<file path="src/rtl/sm83_fetch_seq.sv">
// SM83 instruction fetch/issue sequencer.
// Fetches the opcode, an optional CB byte and 0-2 immediate bytes.
// Hands the assembled bundle to execute and handles the HALT/STOP waits.
package sm83_pkg;
    typedef enum logic [5:0] {
        CTL_NOP,
        CTL_HALT,
        CTL_STOP,
        CTL_LD_R8_R8,
        CTL_ALU_A_R8,
        CTL_LD_R8_D8,
        CTL_LDPTR_HL_D8,
        CTL_JR,
        CTL_JR_COND,
        CTL_ALU_A_D8,
        CTL_LDPTR_A8_A,
        CTL_LDPTR_A_A8,
        CTL_ADD_SP_D8,
        CTL_LD_HL_SP_D8,
        CTL_LD_R16_D16,
        CTL_LDPTR_D16_SP,
        CTL_JP_A16,
        CTL_JP_COND,
        CTL_CALL_A16,
        CTL_CALL_COND_A16,
        CTL_LDPTR_A16_A,
        CTL_LDPTR_A_A16,
        CTL_CB_ROT,
        CTL_CB_BIT,
        CTL_CB_RES,
        CTL_CB_SET
    } ctl_op_t;
endpackage

module sm83_fetch_seq
    import sm83_pkg::*;
#(
    parameter logic [15:0] RESET_PC = 16'h0000
) (
    input  logic          clk_i,
    input  logic          rst_i,
    output logic          mem_req_o,
    output logic [15:0]   mem_addr_o,
    input  logic [7:0]    mem_rdata_i,
    input  logic          mem_ack_i,
    output logic [7:0]    dec_instr_o,
    output logic          dec_is_instr16_o,
    input  logic          dec_prefix_i,
    input  ctl_op_t       dec_ctl_op_i,
    output logic          exec_valid_o,
    output ctl_op_t       exec_ctl_op_o,
    output logic [7:0]    exec_instr_o,
    output logic          exec_is_cb_o,
    output logic [15:0]   exec_imm_o,
    input  logic          exec_done_i,
    input  logic          pc_load_i,
    input  logic [15:0]   pc_load_val_i,
    input  logic          irq_pending_i,
    input  logic          stop_wake_i,
    output logic [15:0]   pc_o,
    output logic          halted_o
);

    typedef enum logic [2:0] {
        FETCH_OP,
        FETCH_CB,
        FETCH_IMM_LO,
        FETCH_IMM_HI,
        ISSUE,
        HALTED,
        STOPPED
    } state_t;

    // What the FETCH_IMM_LO byte is for: one immediate, low half of two, or STOP padding.
    typedef enum logic [1:0] {
        IMM_ONE,
        IMM_TWO,
        IMM_PAD
    } imm_mode_t;

    state_t      state_q, state_d;
    imm_mode_t   imm_mode_q, imm_mode_d;
    logic [15:0] pc_q, pc_d;
    logic        mem_req_q, mem_req_d;
    // Set for the one cycle in which the decoder is looking at a freshly acked opcode byte.
    logic        wait_q, wait_d;
    logic [7:0]  dec_instr_q, dec_instr_d;
    logic        dec16_q, dec16_d;
    logic        exec_valid_q, exec_valid_d;
    ctl_op_t     exec_ctl_op_q, exec_ctl_op_d;
    logic [7:0]  exec_instr_q, exec_instr_d;
    logic        exec_is_cb_q, exec_is_cb_d;
    logic [15:0] exec_imm_q, exec_imm_d;
    logic        halted_q, halted_d;
    logic        ack_ok;

    function automatic logic [1:0] imm_count(input ctl_op_t op);
        case (op)
            CTL_LD_R8_D8, CTL_LDPTR_HL_D8, CTL_JR, CTL_JR_COND, CTL_ALU_A_D8,
            CTL_LDPTR_A8_A, CTL_LDPTR_A_A8, CTL_ADD_SP_D8, CTL_LD_HL_SP_D8:
                return 2'd1;
            CTL_LD_R16_D16, CTL_LDPTR_D16_SP, CTL_JP_A16, CTL_JP_COND, CTL_CALL_A16,
            CTL_CALL_COND_A16, CTL_LDPTR_A16_A, CTL_LDPTR_A_A16:
                return 2'd2;
            default:
                return 2'd0;
        endcase
    endfunction

    // Only a request we actually raised in a fetch state can be completed.
    assign ack_ok = mem_req_q && mem_ack_i &&
                    (state_q == FETCH_OP || state_q == FETCH_CB ||
                     state_q == FETCH_IMM_LO || state_q == FETCH_IMM_HI);

    // Next-state and next-output logic for the sequencer.
    always_comb begin
        state_d       = state_q;
        imm_mode_d    = imm_mode_q;
        pc_d          = pc_q;
        mem_req_d     = mem_req_q;
        wait_d        = wait_q;
        dec_instr_d   = dec_instr_q;
        dec16_d       = dec16_q;
        exec_valid_d  = exec_valid_q;
        exec_ctl_op_d = exec_ctl_op_q;
        exec_instr_d  = exec_instr_q;
        exec_is_cb_d  = exec_is_cb_q;
        exec_imm_d    = exec_imm_q;
        halted_d      = halted_q;

        if (ack_ok) begin
            pc_d        = pc_q + 16'd1;
            dec_instr_d = mem_rdata_i;
        end

        case (state_q)
            FETCH_OP: begin
                if (wait_q) begin
                    wait_d        = 1'b0;
                    exec_instr_d  = dec_instr_q;
                    exec_ctl_op_d = dec_ctl_op_i;
                    exec_imm_d    = 16'h0000;
                    exec_is_cb_d  = 1'b0;
                    if (dec_prefix_i) begin
                        state_d   = FETCH_CB;
                        dec16_d   = 1'b1;
                        mem_req_d = 1'b1;
                    end else if (dec_ctl_op_i == CTL_HALT) begin
                        state_d  = HALTED;
                        halted_d = 1'b1;
                    end else if (dec_ctl_op_i == CTL_STOP) begin
                        state_d    = FETCH_IMM_LO;
                        imm_mode_d = IMM_PAD;
                        mem_req_d  = 1'b1;
                    end else begin
                        case (imm_count(dec_ctl_op_i))
                            2'd1: begin
                                state_d    = FETCH_IMM_LO;
                                imm_mode_d = IMM_ONE;
                                mem_req_d  = 1'b1;
                            end
                            2'd2: begin
                                state_d    = FETCH_IMM_LO;
                                imm_mode_d = IMM_TWO;
                                mem_req_d  = 1'b1;
                            end
                            default: begin
                                state_d      = ISSUE;
                                exec_valid_d = 1'b1;
                            end
                        endcase
                    end
                end else if (ack_ok) begin
                    mem_req_d = 1'b0;
                    wait_d    = 1'b1;
                end else if (!mem_req_q) begin
                    mem_req_d = 1'b1;
                end
            end
            FETCH_CB: begin
                if (wait_q) begin
                    wait_d        = 1'b0;
                    exec_instr_d  = dec_instr_q;
                    exec_ctl_op_d = dec_ctl_op_i;
                    exec_is_cb_d  = 1'b1;
                    state_d       = ISSUE;
                    exec_valid_d  = 1'b1;
                end else if (ack_ok) begin
                    mem_req_d = 1'b0;
                    wait_d    = 1'b1;
                end else if (!mem_req_q) begin
                    mem_req_d = 1'b1;
                end
            end
            FETCH_IMM_LO: begin
                if (ack_ok) begin
                    case (imm_mode_q)
                        IMM_PAD: begin
                            state_d   = STOPPED;
                            halted_d  = 1'b1;
                            mem_req_d = 1'b0;
                        end
                        IMM_TWO: begin
                            // Request stays high straight into the high-byte fetch.
                            exec_imm_d[7:0] = mem_rdata_i;
                            state_d         = FETCH_IMM_HI;
                        end
                        default: begin
                            exec_imm_d   = {8'h00, mem_rdata_i};
                            state_d      = ISSUE;
                            exec_valid_d = 1'b1;
                            mem_req_d    = 1'b0;
                        end
                    endcase
                end else if (!mem_req_q) begin
                    mem_req_d = 1'b1;
                end
            end
            FETCH_IMM_HI: begin
                if (ack_ok) begin
                    exec_imm_d[15:8] = mem_rdata_i;
                    state_d          = ISSUE;
                    exec_valid_d     = 1'b1;
                    mem_req_d        = 1'b0;
                end else if (!mem_req_q) begin
                    mem_req_d = 1'b1;
                end
            end
            ISSUE: begin
                if (exec_done_i && exec_valid_q) begin
                    exec_valid_d = 1'b0;
                    dec16_d      = 1'b0;
                    state_d      = FETCH_OP;
                    mem_req_d    = 1'b1;
                    if (pc_load_i) begin
                        pc_d = pc_load_val_i;
                    end
                end
            end
            HALTED: begin
                if (irq_pending_i) begin
                    state_d   = FETCH_OP;
                    halted_d  = 1'b0;
                    mem_req_d = 1'b1;
                end
            end
            STOPPED: begin
                if (stop_wake_i) begin
                    state_d   = FETCH_OP;
                    halted_d  = 1'b0;
                    mem_req_d = 1'b1;
                end
            end
            default: begin
                state_d   = FETCH_OP;
                mem_req_d = 1'b0;
                wait_d    = 1'b0;
            end
        endcase
    end

    // State and output registers; reset wins over any in-flight handshake.
    always_ff @(posedge clk_i) begin
        if (rst_i) begin
            state_q       <= FETCH_OP;
            imm_mode_q    <= IMM_ONE;
            pc_q          <= RESET_PC;
            mem_req_q     <= 1'b0;
            wait_q        <= 1'b0;
            dec_instr_q   <= 8'h00;
            dec16_q       <= 1'b0;
            exec_valid_q  <= 1'b0;
            exec_ctl_op_q <= CTL_NOP;
            exec_instr_q  <= 8'h00;
            exec_is_cb_q  <= 1'b0;
            exec_imm_q    <= 16'h0000;
            halted_q      <= 1'b0;
        end else begin
            state_q       <= state_d;
            imm_mode_q    <= imm_mode_d;
            pc_q          <= pc_d;
            mem_req_q     <= mem_req_d;
            wait_q        <= wait_d;
            dec_instr_q   <= dec_instr_d;
            dec16_q       <= dec16_d;
            exec_valid_q  <= exec_valid_d;
            exec_ctl_op_q <= exec_ctl_op_d;
            exec_instr_q  <= exec_instr_d;
            exec_is_cb_q  <= exec_is_cb_d;
            exec_imm_q    <= exec_imm_d;
            halted_q      <= halted_d;
        end
    end

    assign mem_req_o        = mem_req_q;
    assign mem_addr_o       = pc_q;
    assign pc_o             = pc_q;
    assign dec_instr_o      = dec_instr_q;
    assign dec_is_instr16_o = dec16_q;
    assign exec_valid_o     = exec_valid_q;
    assign exec_ctl_op_o    = exec_ctl_op_q;
    assign exec_instr_o     = exec_instr_q;
    assign exec_is_cb_o     = exec_is_cb_q;
    assign exec_imm_o       = exec_imm_q;
    assign halted_o         = halted_q;

endmodule

</file>
<file path="config.mk">
export PLATFORM = sky130hd
export DESIGN_NAME = sm83_fetch_seq
export DESIGN_NICKNAME = d
export VERILOG_FILES = /design/src/rtl/sm83_fetch_seq.sv
export SDC_FILE = /design/constraint.sdc
export NUM_CORES = 1
export LEC_CHECK = 0
export ABC_AREA = 1
export CELL_PAD_IN_SITES_DETAIL_PLACEMENT = 0
export CELL_PAD_IN_SITES_GLOBAL_PLACEMENT = 1
export CORE_MARGIN = 5
export CORE_UTILIZATION = 32
export CTS_CLUSTER_SIZE = 8
export DETAILED_ROUTE_END_ITERATION = 8
export GPL_ROUTABILITY_DRIVEN = 0
export PLACE_DENSITY = 0.9
export SLEW_MARGIN = 20
export SYNTH_ARGS = -nofsm -noshare
export SYNTH_HDL_FRONTEND = slang
export SYNTH_SLANG_ARGS = --single-unit
</file>
<file path="constraint.sdc">
create_clock -name clk_i -period 2.35 [get_ports clk_i]
set_input_delay 0.47 -clock clk_i [delete_from_list [all_inputs] [get_ports clk_i]]
set_output_delay 0.47 -clock clk_i [all_outputs]
set_load 0.01 [all_outputs]
</file>
==> results.toml, run 1 <==
[run_status]
outcome = "finished, final reports clean"

[synth]
async_reset_ff_share_pct = 0
synth_edf_count = 0
synth_compound_area_share_pct = 11.5
synth_top_family_by_area = "simple AND/OR/NAND/NOR gates"
synth_top_cell_area_share_pct = 37.2
synth_mux_area_share_pct = 0
yosysTopAreaCell = "dfxtp_1"
synthAdderAreaFrac_pct = 2.15
synth-simple-area-share_pct = 36.3
yosys_warnings = 0
synth.area.top_cells = "dfxtp_1 37%, nand2_1 14%, nor2_1 7.8%, a21oi_1 6.6%, nand3_1 4.4%"
synth-seq-cells = 65
yosysUniqueCellTypes = 33
seq_area_frac_synth_pct = 37.2
netlist_area_um2 = 3500
ys.flop_type = "dfxtp_1"
synthXorXnorAreaFrac_pct = 2.00
synth_nets = 563
avgSynthCellArea_um2 = 6.74
synth_cells = 519

[cells_and_area]
layout_common_cells = "133 x nand2_1, 112 x clkdlybuf4s50_1, 73 x nor2_1, 65 x dfxtp_1, 46 x a21oi_1"
final_core_util_pct = 45.5
fin_area_um2 = 4910
area_delta_synth_final_pct = 40.4
layout-drive-gt1-share_pct = 10.3
finalNetCount = 663
fillCellCount = 1103
layout_commonest_cell = "nand2_1"
antennaDiodeCount = 0
final_cells = 764

[worst_setup_path]
crit_chain = "clkdlybuf4s50_1, inv_1, nor3_1, nand2_1, o21a_1, ha_1, nand2_1, nand3b_1, nand2_1, inv_1, a21oi_1, nor2_1"
cp-end-kind = "flip-flop"
cpMaxStageDelayCell = "clkdlybuf4s50_1"
critPathMostFrequentCell = "nand2_1"
critPathArrivalTime_ps = 2290
critPathLaunchType = "input port"
crit_path_max_fanout = 4
cp.required_ps = 2570
worstSetupPathType = "input port to flip-flop"
max_stage_delay_ps = 520

[cts]
post-cts-setup-buffers = 0
clkSlewWorstSetupHoldPaths_ps = 80
clk_latency_ps = 340
cts_inserted_buffers = 9
cts_sinks = 65
clockBufferDepth = 2
postCtsHoldBufs = 0
cts_tree = "yes"
cts.htree.levels = 3
root_buffer = "clkbuf_8"
cts_resized = 0

[timing]
worst_slew_pin_slew_ps = 500
timing.final.crit_share_pct = 88.2
fin_ws_ps = 277
clock_skew_ps = 18.0
rsz0062_at_grt = "no"
slew_headroom_pct = 66.6
max_freq_ghz = 0.482
setup_viol = 0
period_needed_ps = 2070
worst_hold_slack_ps = 459
slew_viol_final = 0
finalHoldViolations = 0

[power_and_ir_drop]
p_leak_nw = 1.91
ir_worst_vdd_mv = 0.442
powerDensity_nw_per_um2 = 892

[floorplanning]
initial_core_util_pct = 32.4
core-area_um2 = 10800
io_pins = 113
die_y_um = 115
fp.dieArea_um2 = 13100
die_x_um = 115
row_count = 38

[global_routing]
grt_util_all_layers_pct = 15.8
antenna_found_initial = 0
grt_max_degree = 33
grt_first_pass_wirelength_um = 16800
grt_pass1_vias = 3419
grt_overflow = 0

[routing]
first_pass_iters = 4
vias_per_cell = 4.72
num_vias = 3603
wl_um = 10200
drt_iter0_drc = 176
post_drt_wl_per_cell_um = 13.4
drtAntennaViolNets = 0
remaining_drc_errors = 0

[worst_hold_path]
hold_class = "flip-flop to flip-flop"

[flow_run]
maxCapViolCount = 0

[placed_design]
portBuffers = 112
dpl.hpwl_um = 7700
dp.cells = 748
dpl-instance-area_um2 = 4690
pre_cts_ws_ps = -46.6
critical path: cells and delay by family:
| family | cells | cell delay, ps |
|---|---|---|
| adder cells (fa/ha/maj) | 1 | 290 |
| AND/OR/NAND/NOR | 6 | 620 |
| buffers and inverters | 3 | 650 |
| AO/OA/AOI/OAI | 2 | 250 |
state kept, by name, indices dropped and copies added (netlist names):
signal and cells:
exec_is_cb_o 1, halted_o 1, wait_q 1, mem_req_o 1
dec_instr_o 8, imm_mode_q 2, exec_valid_o 1, dec_is_instr16_o 1
exec_instr_o 8, exec_ctl_op_o 6, exec_imm_o 16, state_q 3
mem_addr_o 16
kinds of logic (layout without fill, tap and decap cells):
| kind of cell | count (synthesis) | in the layout |
|---|---|---|
| and+or+nand+nor | 285 | 285 |
| AOI/OAI and AO/OA | 78 | 78 |
| buffers and inverters | 77 | 182 |
| DFF | 65 | 65 |
| xor gates and xnor gates | 8 | 8 |
| adders and majority gates | 6 | 6 |
stage by stage:
stage	setup TNS (ps)	power, mW
2_1_floorplan	0	2.66
3_3_place_gp	-15.0	3.30
3_5_place_dp	-95.1	3.32
4_1_cts	0	4.43
5_1_grt	0	4.72
6_report	0	4.39
routing by layer:
layer,part of all wire [%],vias to the layer above,wire (um),global-route usage [%]
met1,45,1636,4580,20.4
met2,47,108,4810,26.0
met5,0,-,0,0
met3,7.2,14,737,4.49
met4,1.1,0,113,4.04
li1,-,1845,-,-
worst paths after layout:
kind	to	slack, ps	from	cells after the start
hold / removal	dec_is_instr16_o$_SDFFE_PP0P_	460	dec_is_instr16_o$_SDFFE_PP0P_	2
hold reg to reg	dec_is_instr16_o$_SDFFE_PP0P_	460	dec_is_instr16_o$_SDFFE_PP0P_	2
setup / recovery	mem_req_o$_SDFFE_PP0P_	280	dec_ctl_op_i[2]	12
setup reg to reg	exec_imm_o[2]$_SDFFE_PP0P_	420	state_q[2]$_SDFFE_PP0P_	8
synth_stat cells, drive strengths merged (3+ instances only):
cell type  instances
ha                 6
nand3b             3
nand3             32
dfxtp             65
inv               41
nand2            139
nor3               8
nand4              6
a21oi             46
o21ai             29
buf               26
xnor2              4
nor2              96
clkbuf             9
xor2               4
power by group:
part | switching, mW | total, mW | internal, mW
sequential | 0.165 | 1.43 | 1.26
combinational | 1.05 | 1.86 | 0.809
clock | 0.465 | 1.10 | 0.635
area by class of cell:
cell class	instances	area (um^2)	share of cell area, %
clock buffer	11	141	2.88
clock inverter	5	85.1	1.73
multi-input combinational	377	1820	37.0
sequential	65	1300	26.5
tap	140	175	3.56
inverter	42	158	3.21
timing repair buffer	124	1240	25.2
Power figures use the tool's default switching activity.
==> run 2: changes to the inputs <==
Settings changed: CELL_PAD_IN_SITES_DETAIL_PLACEMENT 0 to 1.
==> results.toml, run 2 (same netlist as run 1, synthesis figures left out) <==
[worst_setup_path]
cpMaxStageDelayCell = "clkdlybuf4s50_1"
crit_chain = "clkdlybuf4s50_1, nor2_1, inv_1, nor3_1, inv_1, ha_1, nor2_1, nand2_1, nand4_1, nor2_1, a21oi_1, nor2_1"
cp-end-kind = "flip-flop"
max_stage_delay_ps = 460
critPathLaunchType = "input port"
crit_path_max_fanout = 4
path_buf_inv = 3
critPathArrivalTime_ps = 2360
critPathMostFrequentCell = "nor2_1"
cp.required_ps = 2590
worstSetupPathType = "input port to flip-flop"
cp_top_family = "simple AND/OR/NAND/NOR gates"

[timing]
setup_viol = 0
period_needed_ps = 2130
slew_viol_final = 0
timing.final.crit_share_pct = 90.6
worst_hold_slack_ps = 453
slew_headroom_pct = 66.4
clock_skew_ps = 6.76
rsz0062_at_grt = "no"
setup_tns_ps = 0
max_freq_ghz = 0.470
finalHoldViolations = 0
worst_slew_pin_slew_ps = 504

[cells_and_area]
layout-drive-gt1-share_pct = 10.4
final_core_util_pct = 45.3
fillCellCount = 1372
fin_area_um2 = 4890
antennaDiodeCount = 0
area_delta_synth_final_pct = 39.8
finalNetCount = 663
layout_common_cells = "133 x nand2_1, 112 x clkdlybuf4s50_1, 73 x nor2_1, 65 x dfxtp_1, 46 x a21oi_1"
layout_commonest_cell = "nand2_1"
final_cells = 764

[floorplanning]
die_y_um = 115
io_pins = 113
row_count = 38
initial_core_util_pct = 32.4
die_x_um = 115
core-area_um2 = 10800
fp.dieArea_um2 = 13100

[cts]
post-cts-setup-buffers = 0
cts.htree.levels = 3
postCtsHoldBufs = 0
clkSlewWorstSetupHoldPaths_ps = 80
cts_sinks = 65
cts_inserted_buffers = 9
root_buffer = "clkbuf_8"
clockBufferDepth = 2
clk_latency_ps = 350
cts_tree = "yes"
cts_resized = 0

[global_routing]
grt_util_all_layers_pct = 18.4
grt_first_pass_wirelength_um = 19400
grt_pass1_vias = 3932
antenna_found_initial = 0
grt_overflow = 0
grt_max_degree = 33

[placed_design]
dpl.hpwl_um = 9060
dpl-instance-area_um2 = 4690
portBuffers = 112
dp.cells = 748

[worst_hold_path]
hold_class = "flip-flop to flip-flop"

[power_and_ir_drop]
powerDensity_nw_per_um2 = 888
p_leak_nw = 1.89
ir_worst_vdd_mv = 0.480

[flow_run]
maxCapViolCount = 0

[routing]
vias_per_cell = 4.85
drtAntennaViolNets = 0
remaining_drc_errors = 0
num_vias = 3706
wl_um = 12000
drt_iter0_drc = 174
post_drt_wl_per_cell_um = 15.7
first_pass_iters = 4

[run_status]
outcome = "finished, final reports clean"
run 2: changes by cell type in the layout (fill, tap and decap cells not counted), sizes merged:
cell / delta
clkinvlp: +2
bufinv: -1
clkinv: +1
clkbuf: -1
inv: -1
run 2: per-stage QoR:
step	total power [mW]	setup WS (ps)
6_report	4.34	222
5_1_grt	4.65	5.56
4_1_cts	4.38	236
3_5_place_dp	3.36	-126
3_3_place_gp	3.30	-15.0
2_1_floorplan	2.66	553
run 2: final timing paths:
| path | startpoint | end | slack [ps] | cells past startpoint |
|---|---|---|---|---|
| min reg2reg | dec_is_instr16_o$_SDFFE_PP0P_ | dec_is_instr16_o$_SDFFE_PP0P_ | 450 | 2 |
| max | dec_ctl_op_i[4] | imm_mode_q[0]$_SDFFE_PP0P_ | 220 | 12 |
| min | dec_is_instr16_o$_SDFFE_PP0P_ | dec_is_instr16_o$_SDFFE_PP0P_ | 450 | 2 |
| max reg2reg | state_q[2]$_SDFFE_PP0P_ | exec_imm_o[2]$_SDFFE_PP0P_ | 350 | 8 |
run 2: worst reg2reg max path, cell delays in order, from the launching register on:
cell      delay, ps
dfxtp_1         570
clkinv_1        330
nand3_2         280
nand2_2         120
nand2_4          90
a21oi_1          50
nand2_1         230
nand2_1         100
a21oi_1         160
run 2: final cells by class:
class	instances	area (um^2)	area share [%]
clock buffers	10	138	2.81
clock inverters	6	66.3	1.36
inverters	42	158	3.22
multi-input cells	377	1820	37.2
flip-flops and latches	65	1300	26.6
well taps	140	175	3.58
repair buffers	124	1240	25.3
run 2: metal layers:
| metal | wire length [um] | GRT usage [%] | vias to the layer above |
|---|---|---|---|
| met2 | 6040 | 32.9 | 99 |
| met3 | 655 | 4.12 | 29 |
| met5 | 0 | 0 | - |
| met1 | 4990 | 20.8 | 1747 |
| met4 | 336 | 8.16 | 0 |
| li1 | - | - | 1831 |
run 2: report_power, final:
group	internal [mW]	switching, mW	total (mW)
sequential	1.26	0.176	1.44
clock	0.520	0.483	1.00
combinational	0.810	1.09	1.90
total	2.59	1.75	4.34
==> run 3: changes to the inputs <==
Settings changed: CORE_ASPECT_RATIO set to 0.7.
==> results.toml, run 3 (same netlist as run 1, synthesis figures left out) <==
[run_status]
outcome = "finished, final reports clean"

[power_and_ir_drop]
internal_power_mw = 2.95
power_frac_seq_pct = 31.0
p_sw_mw = 1.78
power_frac_clock_pct = 28.2
p_leak_nw = 1.96
p_comb_share_pct = 40.8
switching_share_pct = 37.7
ir_worst_vdd_mv = 0.453
powerDensity_nw_per_um2 = 944

[worst_hold_path]
hold_class = "flip-flop to flip-flop"
min_path_cells = 2

[placed_design]
portBuffers = 112
pre_cts_ws_ps = -159
dpl.hpwl_um = 9880

[floorplanning]
die_x_um = 135
die_y_um = 97.5
row_count = 32
initial_core_util_pct = 32.3
io_pins = 113
core-area_um2 = 10900
fp.dieArea_um2 = 13200

[worst_setup_path]
rr_endpoint = "mem_addr_o[5]$_SDFF_PP0_"
ff2ff_path_depth = 8
reg2reg_from = "state_q[0]$_SDFFE_PP0P_"
critPathArrivalTime_ps = 2450
cpMaxStageDelayCell = "clkdlybuf4s50_1"
max_stage_delay_ps = 560
worstSetupPathType = "input port to flip-flop"
crit_chain = "clkdlybuf4s50_1, inv_1, nor3_1, nand2_1, o21a_1, ha_1, nand2_1, nand2_1, nand3_1, nand2_1, nand2_1, a21oi_1"
cp.required_ps = 2590
crit_path_max_fanout = 4
cp-end-kind = "flip-flop"
cp-endpoint = "state_q[2]$_SDFFE_PP0P_"
rrSetupSlack_ps = 460
critPathMostFrequentCell = "nand2_1"
startpoint = "dec_ctl_op_i[2]"
critPathLaunchType = "input port"

[global_routing]
grt_overflow = 0
grt_max_degree = 31
grt_pass1_vias = 3781
grt_util_all_layers_pct = 18.9
antenna_found_initial = 0
grt_first_pass_wirelength_um = 20000

[cells_and_area]
area_delta_synth_final_pct = 43.2
layout_commonest_cell = "nand2_1"
layout-drive-gt1-share_pct = 10.5
antennaDiodeCount = 0
finalNetCount = 666
layout_common_cells = "133 x nand2_1, 112 x clkdlybuf4s50_1, 73 x nor2_1, 65 x dfxtp_1, 46 x a21oi_1"

[cts]
root_buffer = "clkbuf_16"
cts.htree.levels = 3
post-cts-setup-buffers = 0
postCtsHoldBufs = 0
cts_resized = 0
clockBufferDepth = 2
clk_latency_ps = 320
clkSlewWorstSetupHoldPaths_ps = 50
cts_sinks = 65
cts_tree = "yes"
cts_inserted_buffers = 9

[timing]
fin_ws_ps = 137
slew_headroom_pct = 65.7
period_needed_ps = 2210
finalHoldViolations = 0
worst_slew_pin_slew_ps = 514
clock_skew_ps = 5.95
worst_hold_slack_ps = 463
setup_viol = 0
timing.final.crit_share_pct = 94.2
max_freq_ghz = 0.452
rsz0062_at_grt = "no"
slew_viol_final = 0

[routing]
drt_iter0_drc = 160
first_pass_iters = 4
drtAntennaViolNets = 0
post_drt_wl_per_cell_um = 16.2
wl_um = 12600
vias_per_cell = 4.80
num_vias = 3739
remaining_drc_errors = 0

[flow_run]
maxCapViolCount = 0
==> run 3: changes by cell type in the layout (fill, tap and decap cells not counted) <==
cell,previous run,this run
inv_6,1,0
clkbuf_1,0,1
clkinvlp_4,3,0
clkinv_2,1,2
buf_12,2,1
clkbuf_16,0,9
clkbuf_8,10,2
buf_4,10,14
==> run 3: power groups by stage <==
stage	combinational, mW	sequential (mW)	clock, mW
after global routing	2.10	1.49	1.42
after floorplan	1.21	1.45	0
after global placement	1.84	1.48	0
after detailed placement	1.92	1.48	0
after CTS	1.94	1.47	1.36
final	1.93	1.47	1.33
==> run 3: worst min-delay path by stage <==
stage	start	to	slack [ps]
detailed placement	exec_instr_o[7]$_SDFFE_PP0P_	exec_instr_o[7]$_SDFFE_PP0P_	460
finish	dec_is_instr16_o$_SDFFE_PP0P_	dec_is_instr16_o$_SDFFE_PP0P_	460
CTS	exec_instr_o[7]$_SDFFE_PP0P_	exec_instr_o[7]$_SDFFE_PP0P_	470
global route	exec_ctl_op_o[4]$_SDFFE_PP0P_	exec_ctl_op_o[4]$_SDFFE_PP0P_	490
floorplan	dec_is_instr16_o$_SDFFE_PP0P_	dec_is_instr16_o$_SDFFE_PP0P_	470
global placement	dec_is_instr16_o$_SDFFE_PP0P_	dec_is_instr16_o$_SDFFE_PP0P_	440
==> run 3: critical path: cells and delay by family <==
family / cells / cell delay [ps]
AO/OA/AOI/OAI: 2 / 320
adder cells (fa/ha/maj): 1 / 300
buffers and inverters: 2 / 640
AND/OR/NAND/NOR: 7 / 730
==> run 3: stage by stage <==
| step | cells | setup TNS, ps | power [mW] | area [um^2] | util, % |
|---|---|---|---|---|---|
| floorplan | 519 | 0 | 2.66 | 3500 | - |
| CTS | 779 | 0 | 4.77 | 5010 | 46.2 |
| global route | 779 | 0 | 5.01 | 5010 | 46.2 |
| global placement | 764 | -12.7 | 3.31 | 4710 | 43.5 |
| finish | 779 | 0 | 4.73 | 5010 | 46.2 |
| detailed placement | 764 | -696 | 3.40 | 4710 | 43.5 |
==> run 3: metal layers <==
| layer | track usage [%] | wire [um] |
|---|---|---|
| met2 | 29.1 | 5510 |
| met4 | 4.49 | 138 |
| met1 | 26.8 | 6190 |
| met3 | 4.50 | 771 |
| met5 | 0 | 0 |
==> run 3: area by class of cell <==
| class | count | area (um^2) |
|---|---|---|
| clock buffer | 12 | 256 |
| clock inverter | 3 | 40.0 |
| fill | 1394 | 5840 |
| inverter | 42 | 158 |
| multi-input combinational | 377 | 1820 |
| sequential | 65 | 1300 |
| tap | 153 | 191 |
| timing repair buffer | 127 | 1250 |
